### src/rtl/led_seq_pkg.sv
// Shared encodings for the LED pattern sequencer: mode codes, bounce
// direction and the default base pattern.
package led_seq_pkg;

    localparam logic [1:0] MODE_ROL    = 2'b00;
    localparam logic [1:0] MODE_ROR    = 2'b01;
    localparam logic [1:0] MODE_BOUNCE = 2'b10;
    localparam logic [1:0] MODE_HOLD   = 2'b11;

    typedef enum logic {
        DIR_LEFT  = 1'b0,
        DIR_RIGHT = 1'b1
    } dir_t;

    localparam logic [11:0] DEFAULT_PATTERN = 12'b000011101101;

endpackage

### src/rtl/led_prescaler.sv
// Programmable prescaler: emits a one-cycle advance every div+1 enabled
// cycles. clr restarts the period from zero.
module led_prescaler #(
    parameter int DIV_W = 24
) (
    input  logic             clk,
    input  logic             rst_n,
    input  logic             en,
    input  logic [DIV_W-1:0] div,
    input  logic             clr,
    output logic             adv
);

    logic [DIV_W-1:0] count_q;
    logic [DIV_W-1:0] count_d;

    // >= rather than == so that lowering div below the count fires at once.
    always_comb begin
        adv     = en && (count_q >= div);
        count_d = count_q;
        if (clr) begin
            count_d = '0;
        end else if (adv) begin
            count_d = '0;
        end else if (en) begin
            count_d = count_q + 1'b1;
        end
    end

    always_ff @(posedge clk) begin
        if (!rst_n) begin
            count_q <= '0;
        end else begin
            count_q <= count_d;
        end
    end

endmodule

### src/rtl/led_pattern_seq.sv
// LED pattern sequencer: rotates or bounces a WIDTH-bit pattern on each
// prescaled advance, with runtime reload of the pattern.
module led_pattern_seq
    import led_seq_pkg::*;
#(
    parameter int               WIDTH   = 12,
    parameter logic [WIDTH-1:0] PATTERN = WIDTH'(DEFAULT_PATTERN),
    parameter int               DIV_W   = 24
) (
    input  logic                       clk,
    input  logic                       rst_n,
    input  logic                       en,
    input  logic [1:0]                 mode,
    input  logic [DIV_W-1:0]           div,
    input  logic                       load,
    input  logic [WIDTH-1:0]           load_pattern,
    output logic [WIDTH-1:0]           leds,
    output logic                       tick,
    output logic [$clog2(WIDTH)-1:0]   pos
);

    localparam int               POS_W   = $clog2(WIDTH);
    localparam logic [POS_W-1:0] POS_MAX = POS_W'(WIDTH - 1);

    logic [WIDTH-1:0] leds_q, leds_d;
    logic [POS_W-1:0] pos_q, pos_d;
    dir_t             dir_q, dir_d;
    logic             tick_q, tick_d;
    logic             adv;

    logic [WIDTH-1:0] leds_rol, leds_ror;
    logic [POS_W-1:0] pos_inc, pos_dec;
    dir_t             bounce_dir;

    led_prescaler #(.DIV_W(DIV_W)) u_prescaler (
        .clk   (clk),
        .rst_n (rst_n),
        .en    (en),
        .div   (div),
        .clr   (load),
        .adv   (adv)
    );

    assign leds_rol = {leds_q[WIDTH-2:0], leds_q[WIDTH-1]};
    assign leds_ror = {leds_q[0], leds_q[WIDTH-1:1]};
    assign pos_inc  = (pos_q == POS_MAX) ? '0 : pos_q + 1'b1;
    assign pos_dec  = (pos_q == '0) ? POS_MAX : pos_q - 1'b1;

    // Turn around before stepping so each end position is shown only once.
    always_comb begin
        bounce_dir = dir_q;
        if (dir_q == DIR_LEFT && pos_q == POS_MAX) begin
            bounce_dir = DIR_RIGHT;
        end else if (dir_q == DIR_RIGHT && pos_q == '0) begin
            bounce_dir = DIR_LEFT;
        end
    end

    always_comb begin
        leds_d = leds_q;
        pos_d  = pos_q;
        dir_d  = dir_q;
        tick_d = 1'b0;
        if (load) begin
            leds_d = load_pattern;
            pos_d  = '0;
            dir_d  = DIR_LEFT;
        end else if (adv) begin
            tick_d = 1'b1;
            case (mode)
                MODE_ROL: begin
                    leds_d = leds_rol;
                    pos_d  = pos_inc;
                    dir_d  = DIR_LEFT;
                end
                MODE_ROR: begin
                    leds_d = leds_ror;
                    pos_d  = pos_dec;
                    dir_d  = DIR_RIGHT;
                end
                MODE_BOUNCE: begin
                    dir_d = bounce_dir;
                    if (bounce_dir == DIR_LEFT) begin
                        leds_d = leds_rol;
                        pos_d  = pos_inc;
                    end else begin
                        leds_d = leds_ror;
                        pos_d  = pos_dec;
                    end
                end
                default: begin
                end
            endcase
        end
    end

    always_ff @(posedge clk) begin
        if (!rst_n) begin
            leds_q <= PATTERN;
            pos_q  <= '0;
            dir_q  <= DIR_LEFT;
            tick_q <= 1'b0;
        end else begin
            leds_q <= leds_d;
            pos_q  <= pos_d;
            dir_q  <= dir_d;
            tick_q <= tick_d;
        end
    end

    assign leds = leds_q;
    assign pos  = pos_q;
    assign tick = tick_q;

endmodule

### config.mk
export PLATFORM = sky130hd
export DESIGN_NAME = led_pattern_seq
export DESIGN_NICKNAME = d
export VERILOG_FILES = /design/src/rtl/led_seq_pkg.sv /design/src/rtl/led_prescaler.sv /design/src/rtl/led_pattern_seq.sv
export SDC_FILE = /design/constraint.sdc
export NUM_CORES = 1
export LEC_CHECK = 0
export CAP_MARGIN = 0
export CORE_MARGIN = 3
export CORE_UTILIZATION = 55
export DETAILED_ROUTE_END_ITERATION = 7
export PLACE_DENSITY = 0.85
export SYNTH_ARGS = -nofsm -noshare
export SYNTH_HDL_FRONTEND = slang
export SYNTH_HIERARCHICAL = 1
export SYNTH_SLANG_ARGS = --single-unit
### constraint.sdc
create_clock -name clk -period 8.1 [get_ports clk]
set_clock_uncertainty 0.15 [all_clocks]
set_input_delay 1.215 -clock clk [delete_from_list [all_inputs] [get_ports clk]]
set_output_delay 1.215 -clock clk [all_outputs]
set_load 0.01 [all_outputs]
== After elaboration in Yosys (flattened, before gate mapping) ==
Cells that the tools add are included.
Operators by class
  reduce and logical (&&, ||, !) cells: 12
  add/subtract/negate cells: 3
  order comparisons: 1
  bitwise gates (word level): 2
  muxes and demuxes: 12
  equal/unequal tests: 3
Operators with widths (count)
  two-way mux 12 bit: 3
  one-hot mux 12 bit (3 select lines): 1
  adder 24 x 1 -> 24 bit (second input constant): 1
  greater-or-equal comparator 24 bit: 1
  two-way mux 4 bit: 3
  one-hot mux 4 bit (3 select lines): 1
  adder 4 x 1 -> 4 bit (second input constant): 1
  == test 4 bit (second input constant): 1
  logical NOT 4 bit: 1
  AND reduction 2 bit: 2
  nonzero test 4 bit: 1
  subtractor 4 x 1 -> 4 bit (second input constant): 1
  logical AND 1 bit: 3
  two-way mux 1 bit: 3
  one-hot mux 1 bit (3 select lines): 1
  nonzero test 3 bit: 1
  OR reduction 3 bit: 1
  == test 2 x 1 -> 1 bit (second input constant): 1
  == test 2 bit (second input constant): 1
  logical NOT 2 bit: 1
  inverter 1 bit: 2
  nonzero test 2 bit: 1
  OR reduction 2 bit: 1
Storage, ports and cells
  word-level logic and storage cells: 38
  output and inout port bits: 17
  input bits: 42
  register bits after elaboration: 42

== Longest topological paths before layout ==
Gate-level depths: netlist (run 1).
  word-level depth: 8
  depth in mapped cells: 12
  mapped depth without buffers: 12

== Modules after synthesis ==
The synthesis (run 1) kept the hierarchy.
Modules (own cells, without submodules)
  led_prescaler: seq. area each 480.5 sq um, times used 1, cells each 213, area each 1702.9 sq um
  led_pattern_seq: seq. area each 360.3 sq um, times used 1, cells each 135, area each 1114.8 sq um

== Least setup slack after synthesis (run 1) ==
No wires, ideal clock.
  kind: input-to-reg
  start: in div[23]
  end: reg leds_q[11] (netlist: leds[11])
  arrival time: 3579 ps
  stages: 12
  data required time: 7867 ps
  library setup time: 83 ps
  path slack: 4288 ps
  buffers on the path: 0
  cells stage by stage: inv_1 > ha_1 > nand4_2 > or4_4 > nor3_2 > nand2_1 > a21boi_0 > o31a_1 > nor2_1 > nor2b_1 > nand2_1 > o221ai_1
Between the ends
  longest elaborated chain between the ends: 4
RTL lines
  start: declaration: RTL line led_pattern_seq.sv:14  | input logic [DIV_W-1:0] div,
  greater-or-equal comparator 24 bit: RTL line led_prescaler.sv:19  | adv = en && (count_q >= div);
  logical AND 1 bit: RTL line led_prescaler.sv:19
  via adv: RTL line led_pattern_seq.sv:29  | logic adv;
  nonzero test 2 bit (no line)
  AND reduction 2 bit (no line)
  end signal: assignment: RTL line led_pattern_seq.sv:104  | leds_q <= leds_d;
  end: declaration: RTL line led_pattern_seq.sv:25  | logic [WIDTH-1:0] leds_q, leds_d;
The timed path passes the listed nets, and every way through them passes these cells.
A chain may end at the register's enable or synchronous reset.

== Final worst setup path (run 1) ==
  start: in div[19]
  end: reg leds_q[4] (netlist: leds[4])
Same word-level chain as after synthesis.

==> summary.md, run 1 <==
| Metric | Value |
|---|---|
| Cell area power density | 128 nW/um^2 |
| Cell count after placement | 463 |
| Buffers on Ports | 58 |
| Worst vdd ir | 0.0797 mV |
| TritonRoute pass-1 iters | 5 |
| Outcome | complete, no violations |
| GP Congestion | 0.827 |
| Min cycle time layout | 4.53 ns |
| TritonCTS clock tree | done |
| RSZ-0062 raised after global routing | false |
| Share of cells above drive strength 1 | 4.70% |
| Setup crit start kind | input port |
| Global-route wire length before repair | roughly 11 mm |
| Synthesized cell area | 2820 sq um |
| Warning count from the yosys run | 6 |
| Predominant post-synthesis flop cell | dfxtp_1 |
| Mapped Nets | 421 |
| IO Count | 59 |
| Syn Inst Count | 348 |
| Number of setup violations in the final report | 0 |
| Final net count | ~480 |
| # resized after CTS | 0 |
| FF+latch count, synth | 42 |
| Met3 Use GR | 5.45% |
| ANT nets after route | 0 |
| Row Count | 25 |
| Total die area | 6020 sq um |
| Clk slew on worst S/H paths | around 0.08 ns |
| Worst hold path class | reg -> reg |
| CTS Buffer Depth | 2 |
| Residual DRC | 0 |
| Met2 Use GR | about two fifths |
| Initial Util | 58.1% |
| Hold Fails Final Rpt | 0 |
| CTS Root Cell | clkbuf_8 |
| Final cell count without fillers | approximately 470 |
| Number of synthesized flops with an enable pin | 0 |
| Worst-Skew Late Latency | roughly 0.29 ns |
| Avg Cell Area, Syn | 8.10 sq um |
| H-tree levels | 2 |
| GRT Residual Overflow | 0 |
| Largest fanout on the critical path | 7 |
| Hold buffer count at cts | 0 |
| Sequential share of the synthesized area | 29.8% |
| Period utilization | 55.9% |
| Max-cap violations | 0 |
| Cell variety after synth | 51 |
| Clock sinks | 42 |
| Core area | ~4800 sq um |
| Number of setup buffers added after CTS | 0 |
| GRT Overall Usage | approximately 22% |
| Crit path kind | in -> reg |
| Die width | slightly below 80 microns |
| Reg-to-reg slack, setup | 4.59 ns |
| CTS Buf Count | 5 |
| Synth top area share | 29.8% |
| GRT met1 Usage | 26.7% |
| Wirelength, routed | 6.56 mm |
| Mean routed wirelength per cell | 13.9 microns |
| Setup TNS | 0 ns |
| Worst slew pin tran | 0.999 ns |
| Diode count | 0 |
| Final Slew Violations | 0 |
| Crit end category | flip-flop |
| Static Leakage | between 1 and 1.5 nW |
| CP arrival | roughly 4.5 ns |
| Busiest grt layer | met2 |
| CP required | 8.11 ns |
| Area Growth Syn to Fin | 25.1% |
| Largest area contributor in the netlist | dfxtp_1 |
| Vias/cell | approximately 5.6 |
| Die H | 77.6 microns |
| Achievable clock frequency | 221 MHz |
| Vias in the first global route | 2485 |
| Drt initial violations | 183 |
| Async S/R FF share, synth | 0% |
| Initial antenna violation count | 0 |
| Largest net degree at the start of global routing | 21 |
| Vias | 2660 |
| Synth area leaders | dfxtp_1 30%, ha_1 14%, nand2_1 5.1%, inv_1 4.5%, nor2_1 4.5% |
| Slew headroom | approximately 33% |
| Detailed Place HPWL | roughly 5.0 mm |
## routing by layer
metal	routed length, microns	vias to the layer above
li1	-	1331
met1	2820	1245
met2	3290	75
met3	350	9
met4	99	0
met5	0	-
## cell usage after synthesis (all sizes together) (2+ instances only)
library cell / number
nand2: 38
inv: 34
and3: 9
xor2: 8
o221ai: 7
o21a: 2
xnor2: 12
a31oi: 4
nand2b: 10
a221o: 6
nor2: 37
o21ai: 12
and4: 2
nand3: 16
a211o: 2
a21oi: 21
nand4: 9
clkbuf: 3
mux2i: 6
nor2b: 5
o211ai: 4
ha: 31
dfxtp: 42
nor3: 5
buf: 7
## cells in the final DEF, fill, tap and decap left out, types with 6 or more instances in the layout
master,Yosys,layout
nand2_1,38,38
nand3_1,16,16
a21oi_1,18,18
mux2i_1,6,6
xnor2_1,12,12
o21ai_0,11,11
dfxtp_1,42,42
clkdlybuf4s50_1,0,58
xor2_1,8,8
and3_1,8,8
o221ai_1,7,7
inv_1,34,34
nand4_1,8,8
nor2_1,34,34
ha_1,31,31
a221o_1,6,6
nand2b_1,9,9
## worst paths after layout
kind | start | depth (start not counted) | end
max | div[19] | 13 | leds[4]
min | u_prescaler/count_q[1] | 2 | u_prescaler/count_q[1]
max reg2reg | u_prescaler/count_q[10] | 11 | leds[4]
min reg2reg | u_prescaler/count_q[1] | 2 | u_prescaler/count_q[1]
## state kept, by name (all words and copies together) (netlist names)
signal / cells
leds: 12
u_prescaler/count_q: 24
tick: 1
dir_q: 1
pos: 4
## report_power, final
group | switching, W | internal, W | total [W]
Combinational | 0.0000315 | 0.0000391 | 0.0000706
Sequential | 0.00000604 | 0.000211 | 0.000217
Clock | 0.0000695 | 0.0000922 | 0.000162
## metrics by stage
stage | total power [W] | worst slack [ns] | instance area (sq um) | util, % | hold slack [ns]
2_1_floorplan | 0.000255 | 4.29 | 2820 | - | 0.325
3_3_place_gp | 0.000290 | 3.52 | 3420 | 70.5 | 0.343
3_5_place_dp | 0.000292 | 3.32 | 3420 | 70.5 | 0.351
4_1_cts | 0.000453 | 3.61 | 3520 | 72.7 | 0.379
5_1_grt | 0.000471 | 3.24 | 3520 | 72.7 | 0.407
6_report | 0.000450 | 3.57 | 3520 | 72.7 | 0.377
## worst max-delay path, cell delays in order
cell	delay [ns]
clkdlybuf4s50_1	0.47
inv_1	0.04
ha_1	0.32
a21oi_1	0.17
o21a_1	0.16
o22ai_1	0.09
a211oi_1	0.63
a21boi_0	0.34
o31a_1	0.21
nor2_1	0.33
nor2b_1	0.11
o21ai_1	0.27
o221ai_1	0.17
## final cells by class
class,instances,area (sq um)
multi-input cells,262,1790
fillers,401,1320
flip-flops and latches,42,841
repair buffers,58,581
inverters,34,128
well taps,67,83.8
clock buffers,7,76.3
clock inverters,1,30.0
## cells by family (layout without fill, tap and decap cells)
kind of cell,count (synthesis),count (layout),share of synthesized area [%]
AOI/OAI and AO/OA,69,69,16.8
xor gates and xnor gates,20,20,6.22
adders and majority gates,31,31,13.8
buffers and inverters,44,100,6.79
DFF,42,42,29.8
muxes,6,6,2.13
and+or+nand+nor,136,136,24.4
Power figures use the tool's default switching activity.
==> run 2, diff against run 1 <==
CORE_UTILIZATION = 47   (was 55)
PLACE_DENSITY = 0.77   (was 0.85)
clock period = 3.7 ns   (was 8.1 ns; I/O delays follow)
==> run 2 against run 1 <==
Effect of this change: first-iteration DRC count decreased by 28%; cell count increased by 3.0%; clock power increased by 85%; setup slack got worse by 3.3 ns; global-route usage decreased by 3.4 points; via count decreased by 1.4%; largest power group unchanged; sequential share of layout area decreased by 0.38 points; clock-buffer cell count decreased by 2; sequential power increased by 120%; critical path depth unchanged; routed wire length decreased by 1.5%; total power increased by 110%; critical endpoint is now leds[8].
==> summary.md, run 2 (synthesized netlist as in run 1, its figures left out) <==
| Metric | Value |
|---|---|
| Multi-input gate area | 1790 sq um (unchanged) |
| Share of cells above drive strength 1 | 7.26% (+2.6 points) |
| Most frequent cells in the layout | 58 x clkdlybuf4s50_1, 42 x dfxtp_1, 38 x nand2_1 |
| Detailed Place HPWL | 5.02 mm (about the same) |
| TritonRoute pass-1 iters | 4 (-1) |
| TritonCTS clock tree | done |
| Core area | 5640 sq um (+16%) |
| Largest net degree at the start of global routing | 17 (-19%) |
| Initial antenna violation count | 0 (unchanged) |
| Period utilization | a little over 90% |
| Buffers on Ports | 58 (unchanged) |
| Reg area | 841 sq um (unchanged) |
| Setup crit start kind | input port |
| Crit path kind | in -> reg |
| CP required | 3.76 ns (-4.35 ns) |
| Design Area, Final | 3580 sq um (+1.6%) |
| Hold Fails Final Rpt | 0 (unchanged) |
| Final Slew Violations | 0 (unchanged) |
| Die H | 83.4 microns (+7.5%) |
| Crit end category | flip-flop |
| GRT Overall Usage | 19.0% (-3.4 points) |
| Clock sinks | 42 (unchanged) |
| Drt initial violations | 132 (-28%) |
| Worst slew pin tran | 0.480 ns (-0.519 ns) |
| Worst hold path class | reg -> reg |
| GRT met1 Usage | 24.6% (-2.1 points) |
| Row Count | 27 (+8.0%) |
| ANT nets after route | 0 (unchanged) |
| H-tree levels | 2 (unchanged) |
| Filler cells | 501 (+25%) |
| Cell count after placement | 477 (+3.0%) |
| Worst-Skew Late Latency | 0.30 ns (about the same) |
| Outcome | complete, no violations |
| Busiest grt layer | met2 |
| Vias/cell | 5.41 (-4.2%) |
| Max-cap violations | 0 (unchanged) |
| Clk slew on worst S/H paths | 0.08 ns (about the same) |
| Number of setup buffers added after CTS | 0 (unchanged) |
| Final net count | 485 (+1.9%) |
| Diode count | 0 (unchanged) |
| Met3 Use GR | 5.36% (-0.095 points) |
| Achievable clock frequency | 292 MHz |
| Max reg flops | 24 (unchanged) |
| RSZ-0062 raised after global routing | false |
| Setup TNS | 0 ns (unchanged) |
| CTS Buffer Depth | 2 (unchanged) |
| Final design utilization | 63.5% (-9.2 points) |
| Vias | 2624 (-1.4%) |
| Global-route wire length before repair | 11.3 mm (+2.3%) |
| Worst vdd ir | 0.176 mV (+120%) |
| Most flops, register | u_prescaler/count_q |
| Wirelength, routed | 6.47 mm (-1.5%) |
| Total die area | 6960 sq um (+16%) |
| Cell area power density | 260 nW/um^2 (+100%) |
| CP arrival | 3.48 ns (-1.06 ns) |
| Mean routed wirelength per cell | 13.3 microns (-4.3%) |
| Slew headroom | 67.9% (+34 points) |
| Min cycle time layout | 3.42 ns |
| Final cell count without fillers | 485 (+3.0%) |
| Largest fanout on the critical path | 7 (unchanged) |
| DP Area | 3490 sq um (+2.2%) |
| GRT Residual Overflow | 0 (unchanged) |
| Initial Util | 49.9% (-8.2 points) |
| Number of setup violations in the final report | 0 (unchanged) |
| Area Growth Syn to Fin | 27.1% |
| IO Count | 59 (unchanged) |
| Die width | 83.4 microns (+7.5%) |
| Static Leakage | 1.50 nW (+2.4%) |
| Residual DRC | 0 (unchanged) |
| Met2 Use GR | 31.3% (-8.5 points) |
| Commonest non-fill, non-tap cell in the layout | clkdlybuf4s50_1 |
| CTS Buf Count | 5 (unchanged) |
| Vias in the first global route | 2504 (+0.76%) |
| GP Congestion | 0.843 (+2.0%) |
| CTS Root Cell | clkbuf_8 |
-- run 2: repair_timing --
item	4_1_cts	5_1_grt
endpoints found under the setup margin	0	3
hold buffers	0	0
resized for setup	0	1
-- run 2: worst max-delay path: stages --
cell	delay (ns)
clkdlybuf4s50_1	0.46
inv_1	0.04
ha_1	0.31
nand4_2	0.14
or4_4	0.57
nor3_2	0.24
nand2_1	0.10
a21boi_1	0.18
o31a_1	0.18
nor2_1	0.12
nor2b_1	0.17
o21ai_1	0.19
o221ai_1	0.22
-- run 2: path summary, 6_finish.rpt --
check	startpoint	cells past startpoint	to	slack (ns)
setup / recovery	div[21]	13	leds[8]	0.28
hold / removal	u_prescaler/count_q[1]	2	u_prescaler/count_q[1]	0.36
setup reg to reg	u_prescaler/count_q[21]	11	leds[8]	0.67
hold reg to reg	u_prescaler/count_q[1]	2	u_prescaler/count_q[1]	0.36
-- run 2: metrics by stage --
step                worst slack, ns  power (W)  hold WS [ns]
finish                        0.277   0.000932         0.361
global route                 0.0429   0.000976         0.402
CTS                           0.221   0.000940         0.362
detailed placement           -0.101   0.000642         0.349
global placement             0.0508   0.000638         0.343
floorplan                     0.548   0.000558         0.325
-- run 2: report_power, final --
part	internal (W)	leakage, nW	switching [W]
clock	0.000133	0.0441	0.000167
sequential	0.000463	0.341	0.0000128
combinational	0.0000880	1.11	0.0000682
total	0.000683	1.50	0.000248
-- run 2: layer usage --
layer,vias to the layer above,routed length (microns)
li1,1350,-
met1,1186,2980
met2,79,3020
met3,9,398
met4,0,67
met5,-,0
-- run 2: layout make-up --
cell class	count	area share, %
sequential	42	23.5
tap	72	2.51
clock inverter	3	0.594
clock buffer	5	1.92
multi-input combinational	262	49.8
timing repair buffer	67	18.1
inverter	34	3.56
